### src/rtl/si_requant_scheduler_pkg.sv
// Shared constants for the requantisation scheduler: tag width helper and
// the saturation limits of the 8-bit activation format.
package si_requant_scheduler_pkg;

  localparam int SI_N_OUT   = 8;
  localparam int MAX_OUT_SI = (1 <<< (SI_N_OUT - 1)) - 1;
  localparam int MIN_OUT_SI = -(1 <<< (SI_N_OUT - 1));

  // A single-requester build still needs a one-bit tag field.
  function automatic int calc_tag_w(input int n);
    return (n > 1) ? $clog2(n) : 1;
  endfunction

endpackage

### src/rtl/SI_DOWNSCALER_QUANT.sv
// Combinational requantiser: acc * M0 / 2^(32+SHIFT) rounded half-up,
// plus OFFSET, saturated to a signed N_OUT-bit value.
module SI_DOWNSCALER_QUANT #(
  parameter int          N_IN    = 32,
  parameter int          N_OUT   = 8,
  parameter logic [31:0] M0_0Q32 = 32'd1932735283,
  parameter int          SHIFT   = 10,
  parameter int          OFFSET  = 22
) (
  input  logic signed [N_IN-1:0]  i_acc,
  output logic signed [N_OUT-1:0] o_q
);

  // Headroom for the full product plus the rounding addend.
  localparam int PW = N_IN + 34;
  localparam logic signed [PW-1:0] MAX_V = PW'((1 <<< (N_OUT - 1)) - 1);
  localparam logic signed [PW-1:0] MIN_V = -MAX_V - 1;

  function automatic logic signed [PW-1:0] round_shift(input logic signed [PW-1:0] p);
    logic signed [PW-1:0] rnd;
    rnd = PW'(1) <<< (31 + SHIFT);
    return (p + rnd) >>> (32 + SHIFT);
  endfunction

  function automatic logic signed [N_OUT-1:0] sat_out(input logic signed [PW-1:0] v);
    if (v > MAX_V) return MAX_V[N_OUT-1:0];
    if (v < MIN_V) return MIN_V[N_OUT-1:0];
    return v[N_OUT-1:0];
  endfunction

  logic signed [PW-1:0] w_prod;
  logic signed [PW-1:0] w_sum;

  assign w_prod = i_acc * $signed({1'b0, M0_0Q32});
  assign w_sum  = round_shift(w_prod) + PW'(OFFSET);
  assign o_q    = sat_out(w_sum);

endmodule

### src/rtl/si_rr_arbiter.sv
// Combinational round-robin arbiter: first valid requester at or after ptr,
// searching upward modulo N_REQ.
module si_rr_arbiter #(
  parameter int N_REQ = 4,
  parameter int TAG_W = 2
) (
  input  logic [N_REQ-1:0] i_valid,
  input  logic [TAG_W-1:0] i_ptr,
  output logic [N_REQ-1:0] o_grant,
  output logic [TAG_W-1:0] o_winner
);

  always_comb begin
    logic             found;
    int               idx;
    logic [TAG_W-1:0] w_idx;
    o_grant  = '0;
    o_winner = '0;
    found    = 1'b0;
    idx      = 0;
    w_idx    = '0;
    for (int k = 0; k < N_REQ; k++) begin
      idx   = (int'(i_ptr) + k) % N_REQ;
      w_idx = TAG_W'(idx);
      if (!found && i_valid[w_idx]) begin
        found          = 1'b1;
        o_winner       = w_idx;
        o_grant[w_idx] = 1'b1;
      end
    end
  end

endmodule

### src/rtl/si_requant_scheduler.sv
// Round-robin scheduler sharing one requantiser among N_REQ accumulator
// requesters, with a two-stage pipeline and tagged 8-bit results.
module si_requant_scheduler
  import si_requant_scheduler_pkg::*;
#(
  parameter int          N_REQ   = 4,
  parameter int          N_IN    = 32,
  parameter int          N_OUT   = 8,
  parameter logic [31:0] M0_0Q32 = 32'd1932735283,
  parameter int          SHIFT   = 10,
  parameter int          OFFSET  = 22,
  localparam int         TAG_W   = calc_tag_w(N_REQ)
) (
  input  logic                   clk,
  input  logic                   rst_n,
  input  logic                   flush,
  input  logic [N_REQ-1:0]       req_valid,
  input  logic [N_REQ*N_IN-1:0]  req_data,
  output logic [N_REQ-1:0]       req_ready,
  output logic                   out_valid,
  output logic [N_OUT-1:0]       out_data,
  output logic [TAG_W-1:0]       out_tag,
  input  logic                   out_ready,
  output logic [15:0]            done_count
);

  logic [TAG_W-1:0]        r_ptr;
  logic                    r_vld_p1, r_vld_p2;
  logic signed [N_IN-1:0]  r_data_p1;
  logic signed [N_OUT-1:0] r_data_p2;
  logic [TAG_W-1:0]        r_tag_p1, r_tag_p2;
  logic [15:0]             r_done;

  logic [N_REQ-1:0]        w_grant;
  logic [TAG_W-1:0]        w_winner, w_ptr_next;
  logic signed [N_IN-1:0]  w_sel_data;
  logic signed [N_OUT-1:0] w_q;
  logic                    w_s2_free, w_s1_adv, w_s1_free, w_accept;

  si_rr_arbiter #(.N_REQ(N_REQ), .TAG_W(TAG_W)) u_arb (
    .i_valid  (req_valid),
    .i_ptr    (r_ptr),
    .o_grant  (w_grant),
    .o_winner (w_winner)
  );

  SI_DOWNSCALER_QUANT #(
    .N_IN(N_IN), .N_OUT(N_OUT), .M0_0Q32(M0_0Q32), .SHIFT(SHIFT), .OFFSET(OFFSET)
  ) u_dq (
    .i_acc (r_data_p1),
    .o_q   (w_q)
  );

  assign w_s2_free  = !r_vld_p2 || out_ready;
  assign w_s1_adv   = r_vld_p1 && w_s2_free;
  assign w_s1_free  = !r_vld_p1 || w_s1_adv;
  // rst_n gates accept so no requester sees ready while reset is held.
  assign w_accept   = (|req_valid) && w_s1_free && !flush && rst_n;
  assign req_ready  = w_grant & {N_REQ{w_accept}};
  assign w_sel_data = req_data[int'(w_winner)*N_IN +: N_IN];
  assign w_ptr_next = (int'(w_winner) == N_REQ - 1) ? '0 : w_winner + 1'b1;

  assign out_valid  = r_vld_p2;
  assign out_data   = r_data_p2;
  assign out_tag    = r_tag_p2;
  assign done_count = r_done;

  always_ff @(posedge clk or negedge rst_n) begin
    if (!rst_n) begin
      r_ptr     <= '0;
      r_vld_p1  <= 1'b0;
      r_data_p1 <= '0;
      r_tag_p1  <= '0;
      r_vld_p2  <= 1'b0;
      r_data_p2 <= '0;
      r_tag_p2  <= '0;
      r_done    <= '0;
    end else begin
      // p1: arbitration winner captured
      if (flush)         r_vld_p1 <= 1'b0;
      else if (w_accept) r_vld_p1 <= 1'b1;
      else if (w_s1_adv) r_vld_p1 <= 1'b0;
      if (w_accept) begin
        r_data_p1 <= w_sel_data;
        r_tag_p1  <= w_winner;
        r_ptr     <= w_ptr_next;
      end
      // p2: requantised result held for the downstream handshake
      if (flush)          r_vld_p2 <= 1'b0;
      else if (w_s1_adv)  r_vld_p2 <= 1'b1;
      else if (out_ready) r_vld_p2 <= 1'b0;
      if (w_s1_adv && !flush) begin
        r_data_p2 <= w_q;
        r_tag_p2  <= r_tag_p1;
      end
      if (r_vld_p2 && out_ready) r_done <= r_done + 16'd1;
    end
  end

endmodule
### config.mk
export PLATFORM = sky130hd
export DESIGN_NAME = si_requant_scheduler
export DESIGN_NICKNAME = d
export VERILOG_FILES = /design/src/rtl/si_requant_scheduler_pkg.sv /design/src/rtl/SI_DOWNSCALER_QUANT.sv /design/src/rtl/si_rr_arbiter.sv /design/src/rtl/si_requant_scheduler.sv
export SDC_FILE = /design/constraint.sdc
export NUM_CORES = 1
export LEC_CHECK = 0
export CAP_MARGIN = 20
export CORE_MARGIN = 4
export CORE_UTILIZATION = 25
export DETAILED_ROUTE_END_ITERATION = 10
export PLACE_DENSITY = 0.41
export SYNTH_ARGS = -nofsm -noshare
export SYNTH_HDL_FRONTEND = slang
export SYNTH_SLANG_ARGS = --single-unit
### constraint.sdc
create_clock -name clk -period 12.8 [get_ports clk]
set_input_delay 2.56 -clock clk [delete_from_list [all_inputs] [get_ports clk]]
set_output_delay 2.56 -clock clk [all_outputs]
set_load 0.01 [all_outputs]
==> results by group, run 1 <==
Run status
  – Status: complete, no violations

Yosys
  – Main combinational cell family by area after synthesis: adder cells
  – Mean Syn Cell Area: 9.22 um^2
  – Compound-gate portion of the synthesized area: 0.109
  – Netlist cell types: 85
  – EDFF count, synth: 0
  – Async S/R FF share, synth: 1.00
  – FF+latch count, synth: 64
  – Yosys warning count: 0
  – Adder-Cell Fraction of Synth Area: 0.553
  – Mux share of post-synthesis cell area: 0.0226
  – Mapped Cells: 2649
  – Simple-gate portion of the synthesized area: 0.0887
  – Cell Area, Synth: 0.0244 mm^2
  – Primary FF master, synth: dfrtp_1
  – Xor/xnor share of the synthesized area: 0.0322
  – Syn Nets: 3589
  – Sequential-to-total area share from yosys stat: 0.0656

Clock network
  – CTS tree: built
  – Number of setup buffers added after CTS: 0
  – Post-cts resize count: 0
  – Hold bufs inserted after CTS: 0
  – Clock transition at path regs: 70 ps
  – Num CTS Buffers: 9
  – Clk_lat worst skew: ~360 ps
  – TritonCTS sink count: 64
  – Clock Path Buffers: 2
  – CTS root buf: clkbuf_16
  – H-tree lvl count: 3

Global routing
  – Largest net degree at the start of global routing: 67
  – Initial antenna violation count: 0
  – All-Layer GR Usage: 0.174
  – First-pass GRT wire length: 132000 um
  – Vias in the first global route: approximately 20000
  – Total gr overflow: 0

STA
  – Min cycle time layout: 10400 ps
  – Clock skew: 10.5 ps
  – Setup TNS: 0 ps
  – Unrepaired setup endpoints after global routing: false
  – Highest Clock Rate: slightly below 100 MHz
  – Slew @ Worst Pin: around 940 ps
  – Setup WS post-layout: 2400 ps
  – Max_slew headroom: 0.374
  – Hold Vio Cnt, Final: 0
  – Slew Limit Fails: 0
  – Period utilization: 0.813
  – Final setup fails: 0

Critical path
  – Most used cell, CP: fa_1
  – Crit-path slowest cell: dfrtp_1
  – CP max stage delay: 720 ps
  – Startpoint types: register
  – Worst Setup End Kind: register
  – Setup Crit Path Kind: reg2reg
  – Critical path data arrival time: 10620 ps
  – CP max FO: 10
  – CP required: 13020 ps

Floorplan
  – Die H: between 300 and 400 um
  – Die ar.: 0.103 mm^2
  – Width of the die: 321 um
  – Top Ports: roughly 170
  – Core Area: 0.0969 mm^2
  – # rows: about 110
  – Initial Util: 0.252

Final layout
  – Layout cells sized above 1: 0.0286
  – # diodes: 0
  – Filler cells: roughly 10000
  – Area Overhead vs Synth: 14.5%
  – Commonest non-fill, non-tap cell in the layout: inv_1
  – Final #Nets: between 3000 and 4000
  – Commonest cells after routing, fill and taps aside: inv_1 (776), fa_1 (455), ha_1 (349)

Drt
  – Routed wire length: 87700 um
  – Via density: ~4.5
  – Pre-antenna DRT Iters: 5
  – DRC violations left: 0
  – Post-route ant nets: 0
  – Wire per inst: 21.5 um
  – Vias after detailed routing: 18351
  – DR iter-0 viols: 1061

Placement
  – Pre-CTS WS: between 2000 and 2500 ps
  – DP HPWL: about 78000 um
  – I/O Buffers: about 170
  – RePlAce Congestion: 0.879

Flow run
  – Maxcap violations: 0

Min path
  – Hold crit path type: reg2reg
-- worst paths after layout --
check | startpoint | endpoint | slack (ps) | depth (start not counted)
max | r_data_p1[3]$_DFFE_PN0P_ | out_data[0]$_DFFE_PN0P_ | 2400 | 31
min | done_count[15]$_DFFE_PN0P_ | done_count[15]$_DFFE_PN0P_ | 470 | 1
max reg2reg | r_data_p1[3]$_DFFE_PN0P_ | out_data[0]$_DFFE_PN0P_ | 2400 | 31
min reg2reg | done_count[15]$_DFFE_PN0P_ | done_count[15]$_DFFE_PN0P_ | 470 | 1
max in group asynchronous | rst_n | r_data_p1[31]$_DFFE_PN0P_ | 9620 | 2
min in group asynchronous | rst_n | r_data_p1[9]$_DFFE_PN0P_ | 2050 | 1
-- per-layer routing --
| layer | global-route usage | wire length (um) |
|---|---|---|
| met4 | 0.0409 | 2330 |
| met1 | 0.242 | 40800 |
| met2 | 0.283 | 40700 |
| met3 | 0.0290 | 3850 |
| met5 | 0 | 0 |
-- per-stage QoR --
| step | area (um^2) | util | hold WS [ps] | cells |
|---|---|---|---|---|
| after floorplan | 24400 | - | 433 | 2649 |
| after global placement | 27600 | 0.285 | 462 | 4057 |
| after detailed placement | 27600 | 0.285 | 455 | 4057 |
| after CTS | 28000 | 0.289 | 475 | 4073 |
| after global routing | 28000 | 0.289 | 502 | 4074 |
| final | 28000 | 0.289 | 472 | 4074 |
-- synthesized netlist by cell type, types with 44 or more instances --
cell type	instances	share of area
nand2_1	106	0.016
fa_1	455	0.37
ha_1	349	0.18
dfrtp_1	64	0.066
mux2i_1	44	0.018
inv_1	776	0.12
a211oi_1	79	0.024
nor2_1	79	0.012
xnor2_1	48	0.017
a21o_1	46	0.014
o21ai_0	49	0.010
a21oi_1	96	0.020
-- final cells by class --
class / instances / area [um^2] / area share
repair buffers: 184 / 1790 / 0.0642
multi-input cells: 1757 / 19700 / 0.705
clock buffers: 9 / 225 / 0.00805
well taps: 1276 / 1600 / 0.0571
flip-flops and latches: 64 / 1600 / 0.0573
inverters: 777 / 2920 / 0.104
clock inverters: 7 / 125 / 0.00447
-- registers in the layout, indices dropped and copies added (netlist names) --
signal      count
done_count     16
out_data        8
out_tag         2
out_valid       1
r_data_p1      32
r_ptr           2
r_tag_p1        2
r_vld_p1        1
-- critical path: cells and delay by family, from the launching register on --
| family | cells | cell delay (ps) |
|---|---|---|
| AO/OA/AOI/OAI | 6 | 1350 |
| XOR/XNOR | 1 | 460 |
| adder cells (fa/ha/maj) | 10 | 4680 |
| buffers and inverters | 5 | 530 |
| flip-flops | 1 | 720 |
| multiplexers | 1 | 180 |
| AND/OR/NAND/NOR | 8 | 2330 |
-- cell families after synthesis --
family / Yosys count
AOI/OAI and AO/OA: 394
xor gates and xnor gates: 89
adders and majority gates: 807
buffers and inverters: 828
DFF: 64
muxes: 52
and+or+nand+nor: 415
Power of run 1 is not shown: default switching activity piles up to over one toggle a cycle in this logic, so the estimate is an artifact.
==> run 2, diff against run 1 <==
==> constraint.sdc (replaced) <==
create_clock -name clk -period 10.8 [get_ports clk]
set_input_delay 2.16 -clock clk [delete_from_list [all_inputs] [get_ports clk]]
set_output_delay 2.16 -clock clk [all_outputs]
set_load 0.01 [all_outputs]
==> run 2 against run 1 <==
Register-to-register slack got worse by 1700 ps; sequential cell count unchanged; clock skew up 2.9 ps; clock-buffer cell count unchanged; design area up 0.35%; setup slack lost 1700 ps; critical path depth is the same; die area did not move; non-clock buffer count is 16 higher.
==> results by group, run 2 (synthesized netlist as in run 1, its figures left out) <==
STA
  – Highest Clock Rate: 98.5 MHz (+2.5%)
  – Unrepaired setup endpoints after global routing: false
  – Clock skew: 13.4 ps (+2.89 ps)
  – Hold Vio Cnt, Final: 0 (unchanged)
  – Final setup fails: 0 (unchanged)
  – Slew Limit Fails: 0 (unchanged)
  – Min cycle time layout: 10150 ps (-251 ps)
  – Period utilization: 0.940 (+0.127)
  – Slew @ Worst Pin: 985 ps (+49.0 ps)
  – Max_slew headroom: 0.342 (-0.0322)
  – Setup TNS: 0 ps (unchanged)
  – Setup WS post-layout: 649 ps (-1750 ps)

Final layout
  – Layout cells sized above 1: 0.0341 (+0.00552)
  – Commonest cells after routing, fill and taps aside: inv_1 (776), fa_1 (455), ha_1 (349)
  – Commonest non-fill, non-tap cell in the layout: inv_1
  – Most flop-heavy register: r_data_p1
  – Seq. cell area: 0.00160 mm^2 (unchanged)
  – Final #Nets: 3749 (+0.43%)
  – Filler cells: 10401 (-0.086%)
  – Multi-input logic area: 0.0197 mm^2 (unchanged)
  – Max FFs per register: 32 (unchanged)
  – # diodes: 0 (unchanged)
  – Area Overhead vs Synth: 14.9%

Clock network
  – Clock Path Buffers: 2 (unchanged)
  – Post-cts resize count: 0 (unchanged)
  – Clk_lat worst skew: 360 ps (about the same)
  – Num CTS Buffers: 9 (unchanged)
  – Hold bufs inserted after CTS: 0 (unchanged)
  – TritonCTS sink count: 64 (unchanged)
  – H-tree lvl count: 3 (unchanged)
  – CTS tree: built
  – CTS root buf: clkbuf_16
  – Number of setup buffers added after CTS: 0 (unchanged)
  – Clock transition at path regs: 70 ps (about the same)

Drt
  – Post-route ant nets: 0 (unchanged)
  – DRC violations left: 0 (unchanged)
  – Via density: 4.49 (-0.27%)
  – Pre-antenna DRT Iters: 5 (unchanged)
  – Routed wire length: 89400 um (+1.9%)
  – Vias after detailed routing: 18373 (+0.12%)
  – DR iter-0 viols: 1214 (+14%)
  – Wire per inst: 21.8 um (+1.5%)

Min path
  – Min-delay src: done_count[15]$_DFFE_PN0P_
  – Hold crit path type: reg2reg

Critical path
  – Most used cell, CP: fa_1
  – Reg2reg setup slack: 650 ps (-1750 ps)
  – Startpoint types: register
  – CP startpoint: r_data_p1[3]$_DFFE_PN0P_
  – CP max stage delay: 640 ps (-80 ps)
  – Crit-path slowest cell: dfrtp_1
  – Worst flop-to-flop path startpoint: r_data_p1[3]$_DFFE_PN0P_
  – CP max FO: 10 (unchanged)
  – CP required: 11010 ps (-2010 ps)
  – Worst Setup End Kind: register
  – Setup Crit Path Kind: reg2reg
  – Critical path data arrival time: 10360 ps (-260 ps)

Global routing
  – Vias in the first global route: 19913 (-1.1%)
  – Initial antenna violation count: 0 (unchanged)
  – Total gr overflow: 0 (unchanged)
  – First-pass GRT wire length: 134000 um (+1.2%)
  – All-Layer GR Usage: 0.177 (+0.00294)
  – Largest net degree at the start of global routing: 67 (unchanged)

Floorplan
  – # rows: 114 (unchanged)
  – Die H: 321 um (unchanged)
  – Top Ports: 167 (unchanged)
  – Width of the die: 321 um (unchanged)
  – Die ar.: 0.103 mm^2 (unchanged)
  – Core Area: 0.0969 mm^2 (unchanged)
  – Initial Util: 0.252 (unchanged)

Flow run
  – Maxcap violations: 0 (unchanged)

Placement
  – RePlAce Congestion: 0.902 (+2.6%)
  – I/O Buffers: 166 (unchanged)
  – DP HPWL: 80000 um (+3.1%)
  – Pre-CTS WS: 797 ps (-1620 ps)

Run status
  – Status: complete, no violations
-- run 2: cell count changes in the layout (fill, tap and decap cells not counted), sizes merged --
cell / previous run / this run
buf: 18 / 35
bufinv: 3 / 2
clkbuf: 10 / 9
clkinv: 1 / 2
clkinvlp: 0 / 1
inv: 780 / 779
-- run 2: final timing paths --
path	cells after the start	end
max in group asynchronous	2	r_data_p1[31]$_DFFE_PN0P_
worst min-delay path	1	done_count[15]$_DFFE_PN0P_
worst min register to register	1	done_count[15]$_DFFE_PN0P_
min in group asynchronous	1	r_data_p1[2]$_DFFE_PN0P_
worst max-delay path	31	out_data[1]$_DFFE_PN0P_
worst max register to register	31	out_data[1]$_DFFE_PN0P_
-- run 2: per-layer routing --
metal  share of wire  vias up  routed length (um)  GRT usage
li1                -     8705                   -          -
met1            0.46     9235               41400      0.250
met2            0.47      370               42100      0.292
met3           0.042       63                3790     0.0220
met4           0.023        0                2060     0.0361
met5               0        -                   0          0
-- run 2: layout make-up --
cell class / instances / share of cell area
multi-input combinational: 1757 / 0.702
inverter: 777 / 0.104
timing repair buffer: 200 / 0.0682
sequential: 64 / 0.0571
tap: 1276 / 0.0569
clock buffer: 9 / 0.00802
clock inverter: 7 / 0.00366
-- run 2: through the flow --
step	util	area, um^2	hold slack (ps)	cells
after global routing	0.290	28100	490	4090
after detailed placement	0.286	27700	458	4074
final	0.290	28100	470	4090
after CTS	0.290	28100	478	4090
after global placement	0.286	27700	457	4074
after floorplan	-	24400	433	2649
-- run 2: worst max-delay path: cells and delay by family, from the launching register on --
| family | cells | cell delay [ps] |
|---|---|---|
| xor+xnor | 1 | 390 |
| buf+inv | 5 | 510 |
| fa+ha+maj | 10 | 4610 |
| mux | 1 | 180 |
| compound gates | 6 | 1340 |
| simple gates | 8 | 2330 |
| flops | 1 | 640 |
Power of run 2 is left out for the same reason.
==> run 3, diff against run 2 <==
--- a/config.mk
+++ b/config.mk
@@ -8,6 +8,7 @@
 export CAP_MARGIN = 20
 export CORE_MARGIN = 4
 export CORE_UTILIZATION = 25
+export CTS_BUF_LIST = sky130_fd_sc_hd__clkbuf_8 sky130_fd_sc_hd__clkbuf_16
 export DETAILED_ROUTE_END_ITERATION = 10
 export PLACE_DENSITY = 0.41
 export SYNTH_ARGS = -nofsm -noshare
==> results of run 3 <==
The final DEF is identical to that of run 2; final timing and power are the same.
Power of run 3 is left out for the same reason.
